[config.mk]
export PLATFORM = sky130hd
export DESIGN_NAME = pc_unit
export DESIGN_NICKNAME = d
export VERILOG_FILES = /design/src/rtl/cpu_pkg.sv /design/src/rtl/branch_target.sv /design/src/rtl/pc_unit.sv
export SDC_FILE = /design/constraint.sdc
export NUM_CORES = 1
export LEC_CHECK = 0
export CAP_MARGIN = 20
export CORE_MARGIN = 2
export CORE_UTILIZATION = 45
export CTS_CLUSTER_DIAMETER = 30
export DETAILED_ROUTE_END_ITERATION = 7
export PLACE_DENSITY_LB_ADDON = 0.3
export SLEW_MARGIN = 20
export SYNTH_ARGS = -nofsm -noshare
export SYNTH_HDL_FRONTEND = slang
export SYNTH_HIERARCHICAL = 1
export SYNTH_SLANG_ARGS = --single-unit
export TNS_END_PERCENT = 10
[constraint.sdc]
create_clock -name CLK -period 3.8 [get_ports CLK]
set_input_delay 0.76 -clock CLK [delete_from_list [all_inputs] [get_ports CLK]]
set_output_delay 0.76 -clock CLK [all_outputs]
set_load 0.1 [all_outputs]
[src/rtl/cpu_pkg.sv]
// Shared CPU definitions: PC-stage state encoding and address-step constants.
package cpu_pkg;

  typedef enum logic [1:0] {
    ST_BOOT = 2'd0,
    ST_RUN  = 2'd1,
    ST_WAIT = 2'd2
  } pc_state_e;

  // Byte distance between consecutive instructions.
  localparam int PC_STEP = 4;

  // Word offsets become byte offsets by shifting left this many bits.
  localparam int WORD_SHIFT = 2;

endpackage

[src/rtl/branch_target.sv]
// Combinational next-address generation: sequential PC and branch/jump target.
module branch_target
  import cpu_pkg::*;
#(
  parameter int PC_W  = 32,
  parameter int OFF_W = 8
) (
  input  logic [PC_W-1:0]  i_pc,
  input  logic [OFF_W-1:0] i_offset,
  output logic [PC_W-1:0]  o_pc_next_seq,
  output logic [PC_W-1:0]  o_target
);

  logic [PC_W-1:0] w_off_ext;
  logic [PC_W-1:0] w_off_bytes;

  // Sign-extend the word offset, convert to bytes, add relative to PC+4.
  always_comb begin
    w_off_ext     = {{(PC_W-OFF_W){i_offset[OFF_W-1]}}, i_offset};
    w_off_bytes   = w_off_ext << WORD_SHIFT;
    o_pc_next_seq = i_pc + PC_W'(PC_STEP);
    o_target      = o_pc_next_seq + w_off_bytes;
  end

endmodule

[src/rtl/pc_unit.sv]
// Program counter and branch resolution with busywait stall handling and a
// retired-instruction counter.
//
//   state   | meaning
//   --------+-----------------------------------------------------------
//   ST_BOOT | after reset; PC = RESET_PC, no fetch presented, no stalls
//   ST_RUN  | fetching; PC advances every edge unless a busywait is seen
//   ST_WAIT | memory busy; PC and RETIRED held until busywait drops
module pc_unit
  import cpu_pkg::*;
#(
  parameter int              PC_W     = 32,
  parameter int              OFF_W    = 8,
  parameter logic [PC_W-1:0] RESET_PC = '0,
  parameter int              CNT_W    = 16
) (
  input  logic              CLK,
  input  logic              RESET,
  input  logic              BRANCH,
  input  logic              BRANCH_NE,
  input  logic              JUMP,
  input  logic [OFF_W-1:0]  OFFSET,
  input  logic              ZERO,
  input  logic              IMEM_BUSYWAIT,
  input  logic              DMEM_BUSYWAIT,
  output logic [PC_W-1:0]   PC,
  output logic              PC_VALID,
  output logic              TAKEN,
  output logic              STALL,
  output logic [CNT_W-1:0]  RETIRED
);

  pc_state_e        r_state;
  pc_state_e        w_state_next;
  logic [PC_W-1:0]  r_pc;
  logic [CNT_W-1:0] r_retired;
  logic [PC_W-1:0]  w_pc_next_seq;
  logic [PC_W-1:0]  w_target;
  logic             w_busy;
  logic             w_advance;

  branch_target #(
    .PC_W  (PC_W),
    .OFF_W (OFF_W)
  ) u_branch_target (
    .i_pc          (r_pc),
    .i_offset      (OFFSET),
    .o_pc_next_seq (w_pc_next_seq),
    .o_target      (w_target)
  );

  assign w_busy = IMEM_BUSYWAIT | DMEM_BUSYWAIT;
  assign TAKEN  = JUMP | (BRANCH & ZERO) | (BRANCH_NE & ~ZERO);

  // State register.
  always_ff @(posedge CLK or negedge RESET) begin
    if (!RESET) r_state <= ST_BOOT;
    else        r_state <= w_state_next;
  end

  // Next-state logic: RUN and WAIT differ only in whether a stall is ongoing.
  always_comb begin
    w_state_next = r_state;
    case (r_state)
      ST_BOOT: w_state_next = ST_RUN;
      ST_RUN:  w_state_next = w_busy ? ST_WAIT : ST_RUN;
      ST_WAIT: w_state_next = w_busy ? ST_WAIT : ST_RUN;
      default: w_state_next = ST_BOOT;
    endcase
  end

  // Output decode: stalls are ignored in BOOT, otherwise PC advances when not stalled.
  always_comb begin
    PC_VALID  = 1'b0;
    STALL     = 1'b0;
    w_advance = 1'b0;
    case (r_state)
      ST_RUN, ST_WAIT: begin
        PC_VALID  = 1'b1;
        STALL     = w_busy;
        w_advance = ~w_busy;
      end
      default: ;
    endcase
  end

  // PC and retired counter update on each non-stalled RUN/WAIT edge.
  always_ff @(posedge CLK or negedge RESET) begin
    if (!RESET) begin
      r_pc      <= RESET_PC;
      r_retired <= '0;
    end else if (w_advance) begin
      r_pc      <= TAKEN ? w_target : w_pc_next_seq;
      r_retired <= r_retired + CNT_W'(1);
    end
  end

  assign PC      = r_pc;
  assign RETIRED = r_retired;

endmodule

======== Yosys cells after proc, flatten, opt, wreduce, memory -nomap -nowiden ========
Index checks and enable logic that the tools add are counted.
operators by class
  add/subtract/negate cells ............... 3
  equal/unequal tests ..................... 2
  multiplexer cells ....................... 6
  bitwise logic cells ..................... 7
  reduce and logical (&&, ||, !) cells .... 2
operators by type and width
  kind                                                                    number
  32-bit by 3-bit adder with 32-bit output (second input constant)        1
  32-bit adder                                                            1
  32-bit two-way mux                                                      1
  16-bit by 1-bit adder with 16-bit output (second input constant)        1
  2-bit case mux with 2 select lines                                      1
  1-bit two-way mux                                                       3
  1-bit OR                                                                3
  1-bit AND                                                               2
  2-bit by 1-bit equality test with 1-bit output (second input constant)  1
  2-bit equality test (second input constant)                             1
  2-bit zero test                                                         1
  2-bit two-way mux                                                       1
  1-bit inverter                                                          2
  2-bit OR reduction                                                      1
word-level totals
  register bits after elaboration ......... 50
  input port bits ......................... 16
  output and inout port bits .............. 51
  word-level logic and storage cells ...... 23

======== Depth between registers and ports, before layout ========
Gate-level depths: netlist of the first run.
  depth after elaboration ................. 4
  depth in mapped cells ................... 18
  depth with buffers taken out ............ 16

======== Hierarchy ========
The synthesis of the first run kept the hierarchy.
by module, submodules not included
  module         times used  cells an instance  area each (um2)  seq. area each (um2)
  pc_unit        1           246                2259.7           1251.2
  branch_target  1           319                2235.9           0.0

======== Worst setup path before layout of the first run ========
Ideal clock, no wire load.
  path type ............................... reg2reg
  start ................................... register r_pc[5], in the netlist PC[5]
  end ..................................... register r_pc[28], in the netlist PC[28]
  arrival time ............................ 4.212 ns
  path slack .............................. -0.494 ns
  cell stages (with the launch flop) ...... 19
  buffers on the path ..................... 2
  cell sequence ........................... dfrtp_1 > and3_1 > and2_0 > and3_1 > clkbuf_2 > and3_1 > nand4_1 > xnor2_1 > ha_1 > buf_2 > nand2_1 > nor2_1 > or4b_1 > a31oi_2 > nand2b_1 > a211oi_2 > xnor2_1 > nand2_1 > a31oi_1
between the ends
  word-level cells in the longest chain between the ends .. 3
RTL lines
  what                                      RTL line             RTL
  start, declared                           pc_unit.sv:35        logic [PC_W-1:0] r_pc;
  start signal, assigned                    pc_unit.sv:93        r_pc <= TAKEN ? w_target : w_pc_next_seq;
  32-bit by 3-bit adder with 32-bit output  branch_target.sv:21  o_pc_next_seq = i_pc + PC_W'(PC_STEP);
  named net w_pc_next_seq[15]               pc_unit.sv:37        logic [PC_W-1:0] w_pc_next_seq;
  32-bit adder                              branch_target.sv:22  o_target = o_pc_next_seq + w_off_bytes;
  named net w_target[28]                    pc_unit.sv:38        logic [PC_W-1:0] w_target;
  32-bit two-way mux                        pc_unit.sv:93
The timed path passes the listed nets, and every way through them passes these cells.
A chain may end at the register's enable or synchronous reset.

======== Final worst setup path of the first run ========
  start ................................... register r_pc[4], in the netlist PC[4]
  end ..................................... register r_pc[30], in the netlist PC[30]
The elaborated chain is that of the path after synthesis.

==> results of run 1 <==
metrics by stage:
stage	worst slack (ns)	std cells	instance area [sq um]	TNS (ns)
after floorplan	-0.0167	565	4520	-0.0167
after global placement	0.111	753	5340	0
after CTS	0.0843	761	5440	0
after global routing	-0.0590	763	5530	-0.164
final	0.134	763	5530	0
after detailed placement	0.114	753	5340	0
final cells by class:
| cell class | instances | area, sq um | area share |
|---|---|---|---|
| Tap cell | 133 | 166 | 0.0301 |
| Multi-Input combinational cell | 477 | 3110 | 0.563 |
| Sequential cell | 50 | 1280 | 0.232 |
| Clock inverter | 3 | 28.8 | 0.00521 |
| Clock buffer | 5 | 68.8 | 0.0125 |
| Inverter | 11 | 41.3 | 0.00747 |
| Timing Repair Buffer | 84 | 828 | 0.150 |
worst max-delay path, delay by kind of cell, from the launching register on:
family                     cells  cell delay, ns
AOI/OAI and AO/OA              5            1.10
xor gates and xnor gates       2            0.24
DFF                            1            0.52
adders and majority gates      1            0.35
and+or+nand+nor                8            1.38
sequential cells by signal, summed over array words and instances, names as in the netlist:
register  count
r_state       2
RETIRED      16
PC           32
cells by family (layout without fill, tap and decap cells):
| group | after synthesis | after routing | synth area share |
|---|---|---|---|
| buffers and inverters | 38 | 103 | 0.0415 |
| adders and majority gates | 37 | 37 | 0.105 |
| and+or+nand+nor | 243 | 243 | 0.253 |
| xor gates and xnor gates | 71 | 71 | 0.140 |
| DFF | 50 | 50 | 0.278 |
| muxes | 3 | 3 | 0.00696 |
| AOI/OAI and AO/OA | 123 | 123 | 0.176 |
metal layers:
layer | track usage | vias to the layer above | part of all wire
met3 | 0.0313 | 15 | 0.054
met5 | 0 | - | 0
met4 | 0.0492 | 0 | 0.012
met2 | 0.373 | 128 | 0.48
li1 | - | 2113 | -
met1 | 0.291 | 2046 | 0.46
path summary, 6_finish.rpt:
check                                  from          end  slack [ns]  depth (start not counted)
max in group asynchronous             RESET   RETIRED[2]        2.71                          3
worst min register to register  RETIRED[15]  RETIRED[15]        0.49                          1
worst min-delay path                  RESET   RETIRED[8]        0.40                          1
worst max register to register        PC[4]       PC[30]        0.13                         16
min in group CLK                RETIRED[15]  RETIRED[15]        0.49                          1
worst max-delay path                  PC[4]       PC[30]        0.13                         16
layout by cell type, fill, tap and decap left out, types with 3 or more instances in the layout:
| cell type | synthesis | layout |
|---|---|---|
| nand2_1 | 105 | 105 |
| buf_4 | 6 | 18 |
| and3_1 | 11 | 11 |
| nand3_1 | 24 | 23 |
| o21ai_0 | 17 | 15 |
| clkdlybuf4s50_1 | 0 | 62 |
| nand4_1 | 17 | 17 |
| xor2_1 | 19 | 19 |
| clkbuf_8 | 0 | 5 |
| dfrtp_2 | 0 | 14 |
| ha_2 | 0 | 3 |
| o21bai_1 | 3 | 3 |
| dfrtp_4 | 0 | 3 |
| dfrtp_1 | 50 | 33 |
| o21a_1 | 3 | 3 |
| nand3_2 | 3 | 4 |
| a21oi_1 | 36 | 34 |
| nor3_1 | 5 | 5 |
| inv_1 | 11 | 11 |
| xnor2_1 | 51 | 51 |
| a31oi_1 | 33 | 33 |
| ha_1 | 36 | 32 |
| nor2_1 | 60 | 58 |
| a21o_1 | 13 | 13 |
timing repair:
item | in CTS | in global routing
endpoints found under the setup margin | 0 | 12
buffers inserted | 0 | 1
resized for setup | 0 | 16
==> flow_metrics.tcl, run 1 <==
set metrics [dict create \
    outcome "complete, no violations" \
    synth_common_cells "nand2_1 (105), nor2_1 (60), xnor2_1 (51)" \
    drive_gt1_frac 0.116 \
    hold_viol 0 \
    cpPeakStageDelay_ns 0.52 \
    fin_crit_ns 3.67 \
    netlist_area_sq_um 4500 \
    numClockSinks 50 \
    async_flop_share 1.00 \
    yosysMostFrequentCell "nand2_1" \
    setup_viol 0 \
    worstPathRequired_ns 4.04 \
    layout-area-overhead-vs-synth_pct 22.9 \
    die_h_um 104 \
    cts-root-buf "clkbuf_8" \
    place.detailed.hpwl_um 8760 \
    crit_path_max_fanout 6 \
    synth_top_cell_area_share 0.278 \
    synth_top_area_cell "dfrtp_1" \
    fin_util 0.568 \
    synth_warnings 6 \
    synth_cell_types 55 \
    antenna_found_initial 0 \
    h-tree-depth 2 \
    clk_pin_slew_ns 0.11 \
    die_w_um 104 \
    filler_cell_count 942 \
    rsz0062_at_grt "yes" \
    vias 4302 \
    tritoncts "built" \
    worstSkewPairLatency_ns 0.32 \
    crit_arrival_ns 3.91 \
    gp_congestion 0.965 \
    drtIter0Drc 219 \
    routedWlPerCell_um 15.6 \
    critical_path.cell_chain "and3_1 > and2_2 > and3_1 > and3_1 > nand2_1 > xnor2_1 > ha_1 > nand2_1 > o21ai_1 > and3_1 > a311oi_2 > o21ba_1 > a311o_1 > xnor2_1 > nand2_1 > a31oi_1" \
    fp-row-count 36 \
    core_area_sq_um 9730 \
    ctsHoldBuffers 0 \
    cts_buffers 5 \
    grt_usage 0.218 \
    dieArea_sq_um 10800 \
    io_pins 67 \
    nets 682 \
    drt_pass1_iterations 5 \
    via_per_inst 5.64 \
    synth_area_per_cell_sq_um 7.96 \
    hold_ws_ns 0.399 \
    path_class "register to register" \
    worstMarginPinSlew_ns 0.980 \
    synthTopCellsByArea "dfrtp_1 (28%), ha_1 (10%), xnor2_1 (9.9%)" \
    gr-total-overflow 0 \
    ys.flop_type "dfrtp_1" \
    grt_pass1_wl_um 19800 \
    n_antenna_cell 0 \
    clockBufferDepth 2 \
    post-route-period-util 0.965 \
    start_util 0.462 \
    drc 0 \
    end_kind "register" \
    ys_seq_area_frac 0.278 \
    crit_path_start_kind "register" \
    grt_pass1_vias 4192 \
    io_buffer_count 66 \
    wirelength_um 11900 \
    min-delay-path-class "input port to async pin" \
    cap_violations 0 \
    clock.fmax_ghz 0.273 \
    grt_max_degree 43 \
    cp_slowest_cell "dfrtp_4" \
    ant_nets 0 \
    final_max_slew_viol_count 0 \
    synthCells 565 \
    fin_skew_ns 0.0101 \
    maxSlewHeadroom 0.345 \
    synth_seq_cells 50 \
    cp_common_cell "and3_1" \
    synth_nets 618 \
    synth_edf_count 0 \
]
Power of run 1 is not shown: default switching activity piles up to over one toggle a cycle in this logic, so the estimate is an artifact.
==> run 2: changes to the inputs <==
--- a/config.mk
+++ b/config.mk
@@ -10,6 +10,7 @@
 export CORE_UTILIZATION = 45
 export CTS_CLUSTER_DIAMETER = 30
 export DETAILED_ROUTE_END_ITERATION = 7
+export HOLD_SLACK_MARGIN = 0.15
 export PLACE_DENSITY_LB_ADDON = 0.3
 export SLEW_MARGIN = 20
 export SYNTH_ARGS = -nofsm -noshare
==> results of run 2 <==
No change in the layout: final DEF, timing and power equal those of run 1.
Power of run 2 is left out for the same reason.
==> run 3: changes to the inputs <==
--- a/config.mk
+++ b/config.mk
@@ -8,7 +8,8 @@
 export CAP_MARGIN = 20
 export CORE_MARGIN = 2
 export CORE_UTILIZATION = 45
-export CTS_CLUSTER_DIAMETER = 30
+export CTS_BUF_LIST = sky130_fd_sc_hd__clkbuf_4
+export CTS_CLUSTER_DIAMETER = 150
 export DETAILED_ROUTE_END_ITERATION = 7
 export HOLD_SLACK_MARGIN = 0.15
 export PLACE_DENSITY_LB_ADDON = 0.3
==> flow_metrics.tcl, run 3 (same netlist as run 1, synthesis figures left out) <==
set metrics [dict create \
    gp_congestion 0.965 \
    io_buffer_count 66 \
    setup_viol 0 \
    final_cells 763 \
    min-delay-path-class "input port to async pin" \
    antenna_found_initial 0 \
    clockBufferDepth 2 \
    io_pins 67 \
    tritoncts "built" \
    largest_reg_flops 32 \
    vias 4285 \
    place.detailed.hpwl_um 8760 \
    clock.fmax_ghz 0.271 \
    fin_skew_ns 0.0146 \
    die_w_um 104 \
    dp.cells 753 \
    crit_path_start_kind "register" \
    gr-total-overflow 0 \
    layout_commonest_cell "nand2_1" \
    ant_nets 0 \
    fp-row-count 36 \
    crit_path_max_fanout 6 \
    grt_pass1_vias 4158 \
    rsz0062_at_grt "yes" \
    nets 682 \
    cap_violations 0 \
    outcome "complete, no violations" \
    grt_max_degree 43 \
    wirelength_um 11800 \
    grt_usage 0.215 \
    clk_pin_slew_ns 0.18 \
    worstPathRequired_ns 4.13 \
    start_util 0.462 \
    final_cell_mix "nand2_1 (105), clkdlybuf4s50_1 (62), nor2_1 (58)" \
    grt_pass1_wl_um 19700 \
    maxSlewHeadroom 0.345 \
    final_max_slew_viol_count 0 \
    h-tree-depth 2 \
    path_class "register to register" \
    end_kind "register" \
    layout-area-overhead-vs-synth_pct 22.5 \
    dieArea_sq_um 10800 \
    ctsHoldBuffers 0 \
    hold_viol 0 \
    drt_pass1_iterations 5 \
    cts-root-buf "clkbuf_4" \
    drive_gt1_frac 0.119 \
    worstSkewPairLatency_ns 0.39 \
    crit_arrival_ns 4.01 \
    via_per_inst 5.62 \
    worstMarginPinSlew_ns 0.980 \
    drtIter0Drc 222 \
    numClockSinks 50 \
    cts_buffers 5 \
    fin_crit_ns 3.69 \
    n_antenna_cell 0 \
    die_h_um 104 \
    drc 0 \
    core_area_sq_um 9730 \
    routedWlPerCell_um 15.5 \
    post-route-period-util 0.970 \
]
-- run 3: worst max-delay path, cell delays in order, from the launching register on --
cell and delay, ns:
dfrtp_4 0.54, and3_1 0.20, and2_2 0.23, and3_1 0.21, and3_1 0.23, nand2_1 0.09, xnor2_1 0.09, ha_1 0.35
nand2_1 0.12, o21ai_1 0.29, and3_1 0.22, a311oi_2 0.06, o21ba_1 0.24, a311o_1 0.35, xnor2_1 0.15, nand2_1 0.07
a31oi_1 0.17
-- run 3: worst paths after layout --
kind / from / endpoint / slack [ns] / cells after the start
max: PC[4] / PC[30] / 0.11 / 16
min: RESET / RETIRED[8] / 0.31 / 1
max reg2reg: PC[4] / PC[30] / 0.11 / 16
min reg2reg: RETIRED[15] / RETIRED[15] / 0.49 / 1
max in group asynchronous: RESET / RETIRED[3] / 2.80 / 3
min in group CLK: RETIRED[15] / RETIRED[15] / 0.49 / 1
-- run 3: routing by layer --
layer,vias to the layer above,part of all wire,wire length [um],track usage
li1,2113,-,-,-
met1,2055,0.48,5690,0.292
met2,108,0.47,5590,0.367
met3,9,0.037,437,0.0276
met4,0,0.0095,112,0.0425
met5,-,0,0,0
-- run 3: what timing repair did --
action / CTS / global route
gates resized for setup: 0 / 18
setup endpoints to repair: 0 / 13
setup buffers: 0 / 1
-- run 3: through the flow --
step           utilization  setup WS [ns]  instance area (sq um)  TNS [ns]  hold WS [ns]
3_3_place_gp         0.549          0.111                   5340         0         0.461
3_5_place_dp         0.549          0.114                   5340         0         0.478
2_1_floorplan            -        -0.0167                   4520   -0.0167         0.464
6_report             0.566          0.113                   5510         0         0.307
4_1_cts              0.556         0.0723                   5410         0         0.500
5_1_grt              0.566        -0.0400                   5510   -0.0774         0.318
-- run 3: cell type report --
class,count,area (sq um)
Timing Repair Buffer,84,828
Multi-Input combinational cell,477,3130
Inverter,11,41.3
Fill cell,941,4220
Clock buffer,5,37.5
Tap cell,133,166
Clock inverter,3,28.8
Sequential cell,50,1280
Power of run 3 is left out for the same reason.
